### src/rtl/note_pkg.sv
`default_nettype none
// ============================================================================
// Module      : note_pkg
// Description : Shared constants and types for the note pattern loader.
//               - NOTE_ADDR_W / NOTE_DATA_W / NOTE_DEPTH : default geometry
//               - NOTE_CHK_SEED : initial value of the frame checksum
//               - loader_state_e : loader FSM state encoding
//               Optional feature macro: NOTE_LOADER_CHECKSUM_EN (adds S_CHK).
// Revision    : 1.0  initial release
// ============================================================================
package note_pkg;

    localparam int NOTE_ADDR_W = 5;
    localparam int NOTE_DATA_W = 16;
    localparam int NOTE_DEPTH  = 32;

    // Checksum accumulator start value; the host folds the same seed into its
    // XOR so that an all-zero frame does not produce an all-zero check byte.
    localparam logic [7:0] NOTE_CHK_SEED = 8'h27;

    typedef enum logic [2:0] {
        S_ADDR = 3'd0,
        S_LEN  = 3'd1,
        S_HI   = 3'd2,
        S_LO   = 3'd3,
`ifdef NOTE_LOADER_CHECKSUM_EN
        S_CHK  = 3'd5,
`endif
        S_DONE = 3'd4
    } loader_state_e;

endpackage : note_pkg
`default_nettype wire

### src/rtl/note_pattern_loader_if.sv
`default_nettype none
// ============================================================================
// Module      : note_pattern_loader_if
// Description : Byte stream, RAM write port and sequencer update bundle of
//               the note pattern loader.
//               slave  : the loader (consumes bytes, drives RAM/sequencer)
//               master : the host side (drives bytes, observes the rest)
//               Signals: i_byte, i_byte_valid, o_byte_ready, o_wr_en,
//               o_wr_addr, o_wr_data, o_new_addr, o_new_pattern_len,
//               o_new_addr_valid, o_busy, o_err
// Revision    : 1.0  initial release
// ============================================================================
interface note_pattern_loader_if #(
    parameter int ADDR_W = note_pkg::NOTE_ADDR_W,
    parameter int DATA_W = note_pkg::NOTE_DATA_W
);
    logic [7:0]        i_byte;
    logic              i_byte_valid;
    logic              o_byte_ready;
    logic              o_wr_en;
    logic [ADDR_W-1:0] o_wr_addr;
    logic [DATA_W-1:0] o_wr_data;
    logic [ADDR_W-1:0] o_new_addr;
    logic [ADDR_W-1:0] o_new_pattern_len;
    logic              o_new_addr_valid;
    logic              o_busy;
    logic              o_err;

    modport slave (
        input  i_byte, i_byte_valid,
        output o_byte_ready, o_wr_en, o_wr_addr, o_wr_data,
               o_new_addr, o_new_pattern_len, o_new_addr_valid, o_busy, o_err
    );

    modport master (
        output i_byte, i_byte_valid,
        input  o_byte_ready, o_wr_en, o_wr_addr, o_wr_data,
               o_new_addr, o_new_pattern_len, o_new_addr_valid, o_busy, o_err
    );
endinterface : note_pattern_loader_if
`default_nettype wire

### src/rtl/note_word_assembler.sv
`default_nettype none
// ============================================================================
// Module      : note_word_assembler
// Description : Pairs HI/LO stream bytes into note words and numbers them.
//   i_clk, i_rst_n : clock, asynchronous active-low reset
//   i_byte         : current stream byte
//   i_clear        : restart word numbering (start of payload)
//   i_take_hi      : latch i_byte as the high half
//   i_take_lo      : complete a word with i_byte as the low half
//   o_word         : last completed word {HI,LO}
//   o_word_idx     : index of o_word within the frame
//   o_word_stb     : 1-cycle strobe, cycle after the LO byte
//   o_count        : words completed so far in this frame
// Revision    : 1.0  initial release
// ============================================================================
module note_word_assembler #(
    parameter int ADDR_W = 5,
    parameter int DATA_W = 16
) (
    input  logic              i_clk,
    input  logic              i_rst_n,
    input  logic [7:0]        i_byte,
    input  logic              i_clear,
    input  logic              i_take_hi,
    input  logic              i_take_lo,
    output logic [DATA_W-1:0] o_word,
    output logic [ADDR_W-1:0] o_word_idx,
    output logic              o_word_stb,
    output logic [ADDR_W-1:0] o_count
);
    logic [7:0]        hi_q, hi_d;
    logic [ADDR_W-1:0] count_q, count_d;
    logic [DATA_W-1:0] word_q, word_d;
    logic [ADDR_W-1:0] word_idx_q, word_idx_d;
    logic              word_stb_q, word_stb_d;

    always_comb begin
        hi_d       = hi_q;
        count_d    = count_q;
        word_d     = word_q;
        word_idx_d = word_idx_q;
        word_stb_d = 1'b0;
        if (i_clear) begin
            count_d = '0;
        end
        if (i_take_hi) begin
            hi_d = i_byte;
        end
        if (i_take_lo) begin
            word_d     = {hi_q, i_byte};
            word_idx_d = count_q;
            count_d    = count_q + 1'b1;
            word_stb_d = 1'b1;
        end
    end

    always_ff @(posedge i_clk or negedge i_rst_n) begin
        if (!i_rst_n) begin
            hi_q       <= '0;
            count_q    <= '0;
            word_q     <= '0;
            word_idx_q <= '0;
            word_stb_q <= 1'b0;
        end else begin
            hi_q       <= hi_d;
            count_q    <= count_d;
            word_q     <= word_d;
            word_idx_q <= word_idx_d;
            word_stb_q <= word_stb_d;
        end
    end

    assign o_word     = word_q;
    assign o_word_idx = word_idx_q;
    assign o_word_stb = word_stb_q;
    assign o_count    = count_q;

endmodule : note_word_assembler
`default_nettype wire

### src/rtl/note_pattern_loader.sv
`default_nettype none
// ============================================================================
// Module      : note_pattern_loader
// Description : Writer side of the note pattern RAM. Parses frames
//               ADDR, LEN, N x {HI,LO} [, CHK], writes the words into the RAM
//               and, for a good frame, hands addr/len to the sequencer.
//   i_clk   : clock
//   i_rst_n : asynchronous active-low reset
//   bus     : note_pattern_loader_if.slave (byte stream in, RAM write port,
//             sequencer update, busy/err status)
//   Optional macro NOTE_LOADER_CHECKSUM_EN: expect an XOR check byte after
//   the last word; a mismatch marks the frame bad.
// Revision    : 1.0  initial release
// ============================================================================
module note_pattern_loader
    import note_pkg::*;
#(
    parameter int ADDR_W = NOTE_ADDR_W,
    parameter int DATA_W = NOTE_DATA_W,
    parameter int DEPTH  = NOTE_DEPTH
) (
    input  logic                  i_clk,
    input  logic                  i_rst_n,
    note_pattern_loader_if.slave  bus
);
    localparam logic [ADDR_W:0] c_depth_lim = (ADDR_W+1)'(DEPTH);

    loader_state_e     state_q, state_d;
    logic [ADDR_W-1:0] base_q, base_d;
    logic [ADDR_W-1:0] len_q, len_d;
    logic              bad_q, bad_d;
    logic              err_q, err_d;
    logic              ready_q, ready_d;
    logic [ADDR_W-1:0] new_addr_q, new_addr_d;
    logic [ADDR_W-1:0] new_len_q, new_len_d;
    logic              new_valid_q, new_valid_d;
`ifdef NOTE_LOADER_CHECKSUM_EN
    logic [7:0]        chk_q, chk_d;
`endif

    logic              w_take;
    logic              w_clear;
    logic              w_take_hi;
    logic              w_take_lo;
    logic [DATA_W-1:0] w_word;
    logic [ADDR_W-1:0] w_word_idx;
    logic              w_word_stb;
    logic [ADDR_W-1:0] w_count;
    logic [ADDR_W-1:0] w_wr_addr;
    logic              w_oob;
    logic              w_drop;

    note_word_assembler #(
        .ADDR_W (ADDR_W),
        .DATA_W (DATA_W)
    ) u_asm (
        .i_clk      (i_clk),
        .i_rst_n    (i_rst_n),
        .i_byte     (bus.i_byte),
        .i_clear    (w_clear),
        .i_take_hi  (w_take_hi),
        .i_take_lo  (w_take_lo),
        .o_word     (w_word),
        .o_word_idx (w_word_idx),
        .o_word_stb (w_word_stb),
        .o_count    (w_count)
    );

    // Address wraps modulo 2**ADDR_W by width truncation.
    assign w_wr_addr = base_q + w_word_idx;
    assign w_oob     = ({1'b0, w_wr_addr} >= c_depth_lim);
    assign w_drop    = w_word_stb & w_oob;
    assign w_take    = bus.i_byte_valid & ready_q;

    always_comb begin
        state_d     = state_q;
        base_d      = base_q;
        len_d       = len_q;
        bad_d       = bad_q | w_drop;
        err_d       = 1'b0;
        new_addr_d  = new_addr_q;
        new_len_d   = new_len_q;
        new_valid_d = 1'b0;
        w_clear     = 1'b0;
        w_take_hi   = 1'b0;
        w_take_lo   = 1'b0;
`ifdef NOTE_LOADER_CHECKSUM_EN
        chk_d       = chk_q;
`endif
        case (state_q)
            S_ADDR: begin
                if (w_take) begin
                    base_d  = bus.i_byte[ADDR_W-1:0];
                    bad_d   = 1'b0;
`ifdef NOTE_LOADER_CHECKSUM_EN
                    chk_d   = NOTE_CHK_SEED ^ bus.i_byte;
`endif
                    state_d = S_LEN;
                end
            end
            S_LEN: begin
                if (w_take) begin
                    len_d   = bus.i_byte[ADDR_W-1:0];
                    w_clear = 1'b1;
`ifdef NOTE_LOADER_CHECKSUM_EN
                    chk_d   = chk_q ^ bus.i_byte;
`endif
                    if (bus.i_byte[ADDR_W-1:0] == '0) begin
                        err_d   = 1'b1;
                        state_d = S_ADDR;
                    end else begin
                        state_d = S_HI;
                    end
                end
            end
            S_HI: begin
                w_take_hi = w_take;
                if (w_take) begin
`ifdef NOTE_LOADER_CHECKSUM_EN
                    chk_d   = chk_q ^ bus.i_byte;
`endif
                    state_d = S_LO;
                end
            end
            S_LO: begin
                w_take_lo = w_take;
                if (w_take) begin
`ifdef NOTE_LOADER_CHECKSUM_EN
                    chk_d   = chk_q ^ bus.i_byte;
`endif
                    // w_count has not yet counted the word completing now.
                    if (w_count + 1'b1 == len_q) begin
`ifdef NOTE_LOADER_CHECKSUM_EN
                        state_d = S_CHK;
`else
                        state_d = S_DONE;
`endif
                    end else begin
                        state_d = S_HI;
                    end
                end
            end
`ifdef NOTE_LOADER_CHECKSUM_EN
            S_CHK: begin
                if (w_take) begin
                    if (bus.i_byte != chk_q) begin
                        bad_d = 1'b1;
                    end
                    state_d = S_DONE;
                end
            end
`endif
            S_DONE: begin
                // The last word's strobe can land in this very cycle, so its
                // drop status is folded in directly rather than via bad_q.
                if (bad_q | w_drop) begin
                    err_d = 1'b1;
                end else begin
                    new_valid_d = 1'b1;
                    new_addr_d  = base_q;
                    new_len_d   = len_q;
                end
                state_d = S_ADDR;
            end
            default: begin
                state_d = S_ADDR;
            end
        endcase
        ready_d = (state_d != S_DONE);
    end

    always_ff @(posedge i_clk or negedge i_rst_n) begin
        if (!i_rst_n) begin
            state_q     <= S_ADDR;
            base_q      <= '0;
            len_q       <= '0;
            bad_q       <= 1'b0;
            err_q       <= 1'b0;
            ready_q     <= 1'b0;
            new_addr_q  <= '0;
            new_len_q   <= '0;
            new_valid_q <= 1'b0;
`ifdef NOTE_LOADER_CHECKSUM_EN
            chk_q       <= '0;
`endif
        end else begin
            state_q     <= state_d;
            base_q      <= base_d;
            len_q       <= len_d;
            bad_q       <= bad_d;
            err_q       <= err_d;
            ready_q     <= ready_d;
            new_addr_q  <= new_addr_d;
            new_len_q   <= new_len_d;
            new_valid_q <= new_valid_d;
`ifdef NOTE_LOADER_CHECKSUM_EN
            chk_q       <= chk_d;
`endif
        end
    end

    assign bus.o_byte_ready      = ready_q;
    assign bus.o_wr_en           = w_word_stb & ~w_oob;
    assign bus.o_wr_addr         = w_wr_addr;
    assign bus.o_wr_data         = w_word;
    assign bus.o_new_addr        = new_addr_q;
    assign bus.o_new_pattern_len = new_len_q;
    assign bus.o_new_addr_valid  = new_valid_q;
    assign bus.o_busy            = (state_q != S_ADDR);
    assign bus.o_err             = err_q | w_drop;

endmodule : note_pattern_loader
`default_nettype wire
### src/flat_wrapper.sv
// flat-port wrapper written by rule: the top's interface ports become plain ports
module note_pattern_loader_flat import note_pkg::*;
#(
    parameter int ADDR_W = NOTE_ADDR_W,
    parameter int DATA_W = NOTE_DATA_W,
    parameter int DEPTH  = NOTE_DEPTH
)
  (i_clk, i_rst_n, bus_i_byte, bus_i_byte_valid, bus_o_byte_ready, bus_o_wr_en, bus_o_wr_addr, bus_o_wr_data, bus_o_new_addr, bus_o_new_pattern_len, bus_o_new_addr_valid, bus_o_busy, bus_o_err);
  note_pattern_loader_if #(.ADDR_W(ADDR_W), .DATA_W(DATA_W)) bus_i ();
  input  logic i_clk;
  input  logic i_rst_n;
  input wire logic [$bits(bus_i.i_byte)-1:0] bus_i_byte;
  input wire logic [$bits(bus_i.i_byte_valid)-1:0] bus_i_byte_valid;
  output wire logic [$bits(bus_i.o_byte_ready)-1:0] bus_o_byte_ready;
  output wire logic [$bits(bus_i.o_wr_en)-1:0] bus_o_wr_en;
  output wire logic [$bits(bus_i.o_wr_addr)-1:0] bus_o_wr_addr;
  output wire logic [$bits(bus_i.o_wr_data)-1:0] bus_o_wr_data;
  output wire logic [$bits(bus_i.o_new_addr)-1:0] bus_o_new_addr;
  output wire logic [$bits(bus_i.o_new_pattern_len)-1:0] bus_o_new_pattern_len;
  output wire logic [$bits(bus_i.o_new_addr_valid)-1:0] bus_o_new_addr_valid;
  output wire logic [$bits(bus_i.o_busy)-1:0] bus_o_busy;
  output wire logic [$bits(bus_i.o_err)-1:0] bus_o_err;
  assign bus_i.i_byte = bus_i_byte;
  assign bus_i.i_byte_valid = bus_i_byte_valid;
  assign bus_o_byte_ready = bus_i.o_byte_ready;
  assign bus_o_wr_en = bus_i.o_wr_en;
  assign bus_o_wr_addr = bus_i.o_wr_addr;
  assign bus_o_wr_data = bus_i.o_wr_data;
  assign bus_o_new_addr = bus_i.o_new_addr;
  assign bus_o_new_pattern_len = bus_i.o_new_pattern_len;
  assign bus_o_new_addr_valid = bus_i.o_new_addr_valid;
  assign bus_o_busy = bus_i.o_busy;
  assign bus_o_err = bus_i.o_err;
  note_pattern_loader #(.ADDR_W(ADDR_W), .DATA_W(DATA_W), .DEPTH(DEPTH)) u_core (.i_clk(i_clk), .i_rst_n(i_rst_n), .bus(bus_i));
endmodule
### config.mk
export PLATFORM = sky130hd
export DESIGN_NAME = note_pattern_loader_flat
export DESIGN_NICKNAME = d
export VERILOG_FILES = /design/src/rtl/note_pkg.sv /design/src/rtl/note_pattern_loader_if.sv /design/src/rtl/note_word_assembler.sv /design/src/rtl/note_pattern_loader.sv /design/src/flat_wrapper.sv
export SDC_FILE = /design/constraint.sdc
export NUM_CORES = 1
export LEC_CHECK = 0
export CORE_MARGIN = 1.5
export CORE_UTILIZATION = 50
export DETAILED_ROUTE_END_ITERATION = 10
export PLACE_DENSITY = 0.76
export SLEW_MARGIN = 20
export SYNTH_ARGS = -nofsm -noshare
export SYNTH_HDL_FRONTEND = slang
export SYNTH_SLANG_ARGS = --single-unit
### constraint.sdc
create_clock -name i_clk -period 1.96 [get_ports i_clk]
set_input_delay 0.588 -clock i_clk [delete_from_list [all_inputs] [get_ports i_clk]]
set_output_delay 0.588 -clock i_clk [all_outputs]
set_load 0.005 [all_outputs]
**Word-level counts from Yosys, hierarchy flattened**

Index checks and enable logic that the tools add are counted.
W data, S select, Z words.

- Bits in registers: 61
- Bits in latches: 0
- RAM bits: 0
- Bits in read-only memories: 0
- Input port bits: 11
- Output and inout port bits: 36
- Word-level logic and storage cells: 46
- Memories: 0

- $add $sub $neg: 2
- $mul: 0
- Divide/modulo/power cells: 0
- $lt $le $gt $ge: 0
- Equality and inequality tests: 6
- Shifts and indexed selects: 0
- Multiplexer cells: 18
- Bitwise operators: 1
- Reductions and logical operators: 6

Operators with widths:

| operator | count |
|---|---|
| $mux W3 | 5 |
| $pmux W3 S4 | 1 |
| $mux W5 | 2 |
| $mux W1 | 9 |
| $eq A3 B2 Y1 const B | 2 |
| $add A5 B1 Y5 const B | 1 |
| $add A5 B5 Y5 | 1 |
| $eq A5 B5 Y1 | 1 |
| $logic_not A5 Y1 | 1 |
| $reduce_and A2 Y1 | 2 |
| $eq A3 B1 Y1 const B | 1 |
| $eq A3 B3 Y1 const B | 1 |
| $logic_not A3 Y1 | 1 |
| $ne A3 B3 Y1 const B | 1 |
| $reduce_bool A3 Y1 | 1 |
| $mux W2 | 1 |
| $reduce_bool A2 Y1 | 1 |
| $and A1 B1 Y1 | 1 |

**Logic depth before layout (Yosys ltp)**

- Depth in word-level cells: 6
- Mapped depth: 7
- Gate-level depth less buffers: 7

**By module**

From an unflattened synthesis, not the netlist that was laid out.

- Cell total of the unflattened synthesis: 189
- Area, all modules: 2,651.3 sq um

Modules (own cells, without submodules):

| module | instances | cells each | area each (sq um) | seq. area each (sq um) |
|---|---|---|---|---|
| note_word_assembler | 1 | 87 | 1,350.0 | 875.8 |
| note_pattern_loader | 1 | 102 | 1,301.2 | 650.6 |

**Worst setup path before layout**

No wires, ideal clock.

- Path type: register -> output
- Start point: reg u_core.u_asm.word_idx_q[0], in the netlist u_core.u_asm.o_word_idx[0]
- End point: out bus_o_wr_addr[4]
- Arrival time: 1,304 ps
- Required time: 1,372 ps
- Setup slack: 68 ps
- Cell stages (with the launch flop): 8
- Path buffers: 0
- Cell sequence: dfrtp_1 ha_1 inv_1 fa_1 inv_1 a21o_1 a21oi_1 xnor2_1

- Cells in the longest elaborated chain, start to end: 1

Ends and longest elaborated chain:

| what | line | RTL |
|---|---|---|
| start, declared | note_word_assembler.sv:34 | `logic [ADDR_W-1:0] word_idx_q, word_idx_d;` |
| start signal, assigned | note_word_assembler.sv:68 | `word_idx_q <= word_idx_d;` |
| $add A5 B5 Y5 | note_pattern_loader.sv:70 | `assign w_wr_addr = base_q + w_word_idx;` |
| end, declared | flat_wrapper.sv:16 | `output wire logic [$bits(bus_i.o_wr_addr)-1:0] bus_o_wr_addr;` |

Every way passes these cells.

**Final worst setup path**

Ends and elaborated chain as after synthesis.

==> parameters.txt <==
Parameter                              Value

Setup path
  Number of logic stages on the critical path including buffering    8
  CP delay by family, top    adder cells
  Worst setup path start    u_core.u_asm.o_word_idx[0]
  Highest net fanout along the worst path    2
  Worst Path Class, Setup    reg2out
  Register-to-Register Path Depth    3
  Worst-path cell with the longest stage delay    dfrtp_1
  Sum of buffers and inverters on the critical path    3
  Crit-path most repeated cell    inv_2
  Startpoint kind of the worst setup timing path    flip-flop
  Data arrival time of the critical path    around 1800 ps
  Longest individual stage delay on the worst path    ~360 ps
  FF-to-FF setup slack    ~250 ps
  RR Endpoint    u_core.base_q[0]
  Ordered cell list for the critical path    ha_2 > inv_2 > fa_2 > inv_2 > a21o_1 > a21oi_2 > xnor2_1 > buf_2
  WP data required    around 1400 ps
  Critical path destination    bus_o_wr_addr[4]
  Sort of element at the end of the critical path    output port
  Reg2Reg Launch Point    u_core.state_q[0]

Synthesis
  Count of flip-flops with a built-in enable after synthesis    0
  Gate count of the mapped netlist    approximately 240
  Mapped Area    approximately 2700 um2
  Yosys top cell by area    dfrtp_1
  Proportion of register bits with asynchronous set or reset after synthesis    1.000
  Yosys Warn Count    0
  Post-Synthesis Net Count    between 200 and 300
  Main synth FF type    dfrtp_1
  Synthesized area divided by synthesized cell count    roughly 11 um2
  Count of distinct cell types in the synthesized netlist    39
  Number of synthesized register bits    61
  Cell types with the largest area share after synthesis    dfrtp_1 56%, nand2_1 9.5%, mux2_4 7.2%
  Sequential area share after synthesis    0.5617
  Area share of the largest cell type after synthesis    0.5617

Routing
  Via density per instance    5.152
  Violation count after the first detailed-routing iteration    108
  Remaining antenna violation count after routing    0
  DRC violation count after routing    0
  First drt pass iteration count    4
  Drt wl/cell    about 15 um
  Via count    2004
  Overall routed net length    approximately 5800 um

Timing
  F_max    about 430 MHz
  Max-slew violations    0
  Clock skew after layout    approximately 5.5 ps
  Portion of the clock cycle consumed by the worst path in the final layout    1.200
  Final critical path time including I/O delays and setup    ~2400 ps
  RSZ-0062 raised after global routing    true
  Tightest hold margin    just over 80 ps
  Worst max-slew margin expressed relative to the limit    0.7258
  Final hold viol count    0
  Final setup violating endpoints    4
  Fin worst setup slack    -392.6 ps
  Slew at the pin closest to its max-slew limit    approximately 410 ps

Floorplan
  Die extent in x    76.73 um
  Height of the die    about 77 um
  CORE AREA    about 5200 um2
  Die outline area    around 5900 um2
  Initial Util    0.5254
  Total number of placement rows    26
  Top-level I/O count    47

Placed design
  Port Buffers    between 40 and 50
  Post-DP HPWL    4110 um
  GPL Wtd Cong    0.8172
  Cells after DPL    370

Clock network
  CTS tree    built
  Clock tree sinks    just over 60
  Max H-tree Level    3
  Clock latency on the worst-skew pair    roughly 330 ps
  Maximum clock path buffer count    2
  Cell at the root of the clock tree    clkbuf_8
  Clock-pin slew on the worst setup and hold paths    70 ps
  Number of buffers added by the clock tree synthesis step    9

Outcome
  Result of the run    finished with violations
  Failing checks    negative setup slack

Pwr
  Worst-case vdd ir drop    0.9206 mV
  Static leakage    1.810 nW
  Power density relative to cell area    1508 nW/um2

Finish
  Final core area utilization    0.7126
  Fin cells    just under 400
  Most frequent cells in the layout    69 x nand2_1, 60 x dfrtp_1, 39 x clkdlybuf4s50_1
  Most common library cell in the layout ignoring fill and taps    nand2_1
  Final layout net count    roughly 330
  Fraction of layout instances using a drive strength above 1    0.2445
  Area growth syn-to-layout    35.64%
  Antenna Cells    0

Global routing
  Total track usage    0.2204
  Maximum number of pins on one net before global-route repair    between 50 and 60
  Number of antenna violations at the first check in global routing    0
  Global-route wire length before repair    approximately 9800 um
  Global-route congestion overflow total    0
  Via count of the first global-routing pass    between 2000 and 2500

Min path
  Type of the worst min-delay path    in2async

Run
  Count of maximum capacitance violations    0
==> worst reg2reg max path: cells and delay by family, from the launching register on <==
family,cells,cell delay (ps)
buffers and inverters,1,180
flip-flops,1,390
multiplexers,1,370
AND/OR/NAND/NOR,1,640
==> where the power goes <==
group | internal [W] | switching, W
Sequential | 0.00172 | 0.000358
Combinational | 0.00139 | 0.000986
Clock | 0.000645 | 0.000467
Total | 0.00375 | 0.00181
==> worst min-delay path by stage <==
stage,endpoint,depth (start not counted),slack (ps)
floorplan,u_core.base_q[0],0,290
global placement,u_core.u_asm.o_word[2],1,440
detailed placement,u_core.u_asm.o_word[2],1,440
CTS,u_core.u_asm.o_word[5],1,70
global route,u_core.u_asm.o_word[5],1,70
finish,u_core.u_asm.o_word[5],1,80
==> repair_timing <==
action / CTS / global route
gates cloned: 0 / 0
pin swaps: 10 / 7
resized for setup: 25 / 5
hold buffers: 0 / 0
hold endpoints to repair: 0 / 0
endpoints found under the setup margin: 6 / 7
setup buffers: 3 / 1
==> cell usage after synthesis, drive strengths merged, types with 2 or more instances <==
master,n
nor3,6
nor2,2
inv,9
o311ai,2
nor4,2
nand2,70
ha,5
o21ai,9
xnor2,7
a21oi,5
dfrtp,61
a21o,2
xor2,4
buf,7
clkbuf,4
mux2,28
nand3,2
==> cells by family after synthesis <==
kind of cell	after synthesis	share of synthesized area
flops	61	0.5617
mux	28	0.1340
buf+inv	20	0.03407
xor+xnor	11	0.03545
compound gates	22	0.05064
simple gates	91	0.1538
fa+ha+maj	6	0.03039
==> cell type report <==
| cell class | count | area, um2 |
|---|---|---|
| clock buffer | 11 | 151.4 |
| timing repair buffer | 76 | 704.4 |
| clock inverter | 4 | 47.55 |
| multi-input combinational | 158 | 1131 |
| fill | 351 | 1486 |
| inverter | 9 | 36.28 |
| sequential | 61 | 1528 |
| tap | 70 | 87.58 |
==> state kept, by name (all words and copies together) (netlist names) <==
name and count:
u_core.u_asm.o_word_idx 5, u_core.bus.o_byte_ready 1, u_core.base_q 5, u_core.u_asm.hi_q 8, u_core.bus.o_err 1, u_core.bus.o_new_addr 5, u_core.u_asm.o_word 16, u_core.len_q 5
u_core.u_asm.o_word_stb 1, u_core.state_q 3, u_core.u_asm.o_count 5, u_core.bus.o_new_addr_valid 1, u_core.bus.o_new_pattern_len 5
==> routing by layer <==
| layer | GRT usage | up-vias | wire length (um) |
|---|---|---|---|
| met2 | 0.3513 | 44 | 2873 |
| met4 | 0.1352 | 0 | 224 |
| met1 | 0.2788 | 986 | 2555 |
| met5 | 0 | - | 0 |
| met3 | 0.04048 | 16 | 153 |
| li1 | - | 958 | - |
==> through the flow <==
stage	setup WS, ps	area, um2	power (W)	TNS [ps]
floorplan	67.58	2718	0.003192	0
global placement	-479.7	3437	0.004331	-7983
detailed placement	-540.0	3437	0.004420	-8626
CTS	-455.7	3665	0.005541	-1259
global route	-509.6	3686	0.005929	-1666
finish	-392.6	3686	0.005560	-1297
(Power assumes the default switching activity.)
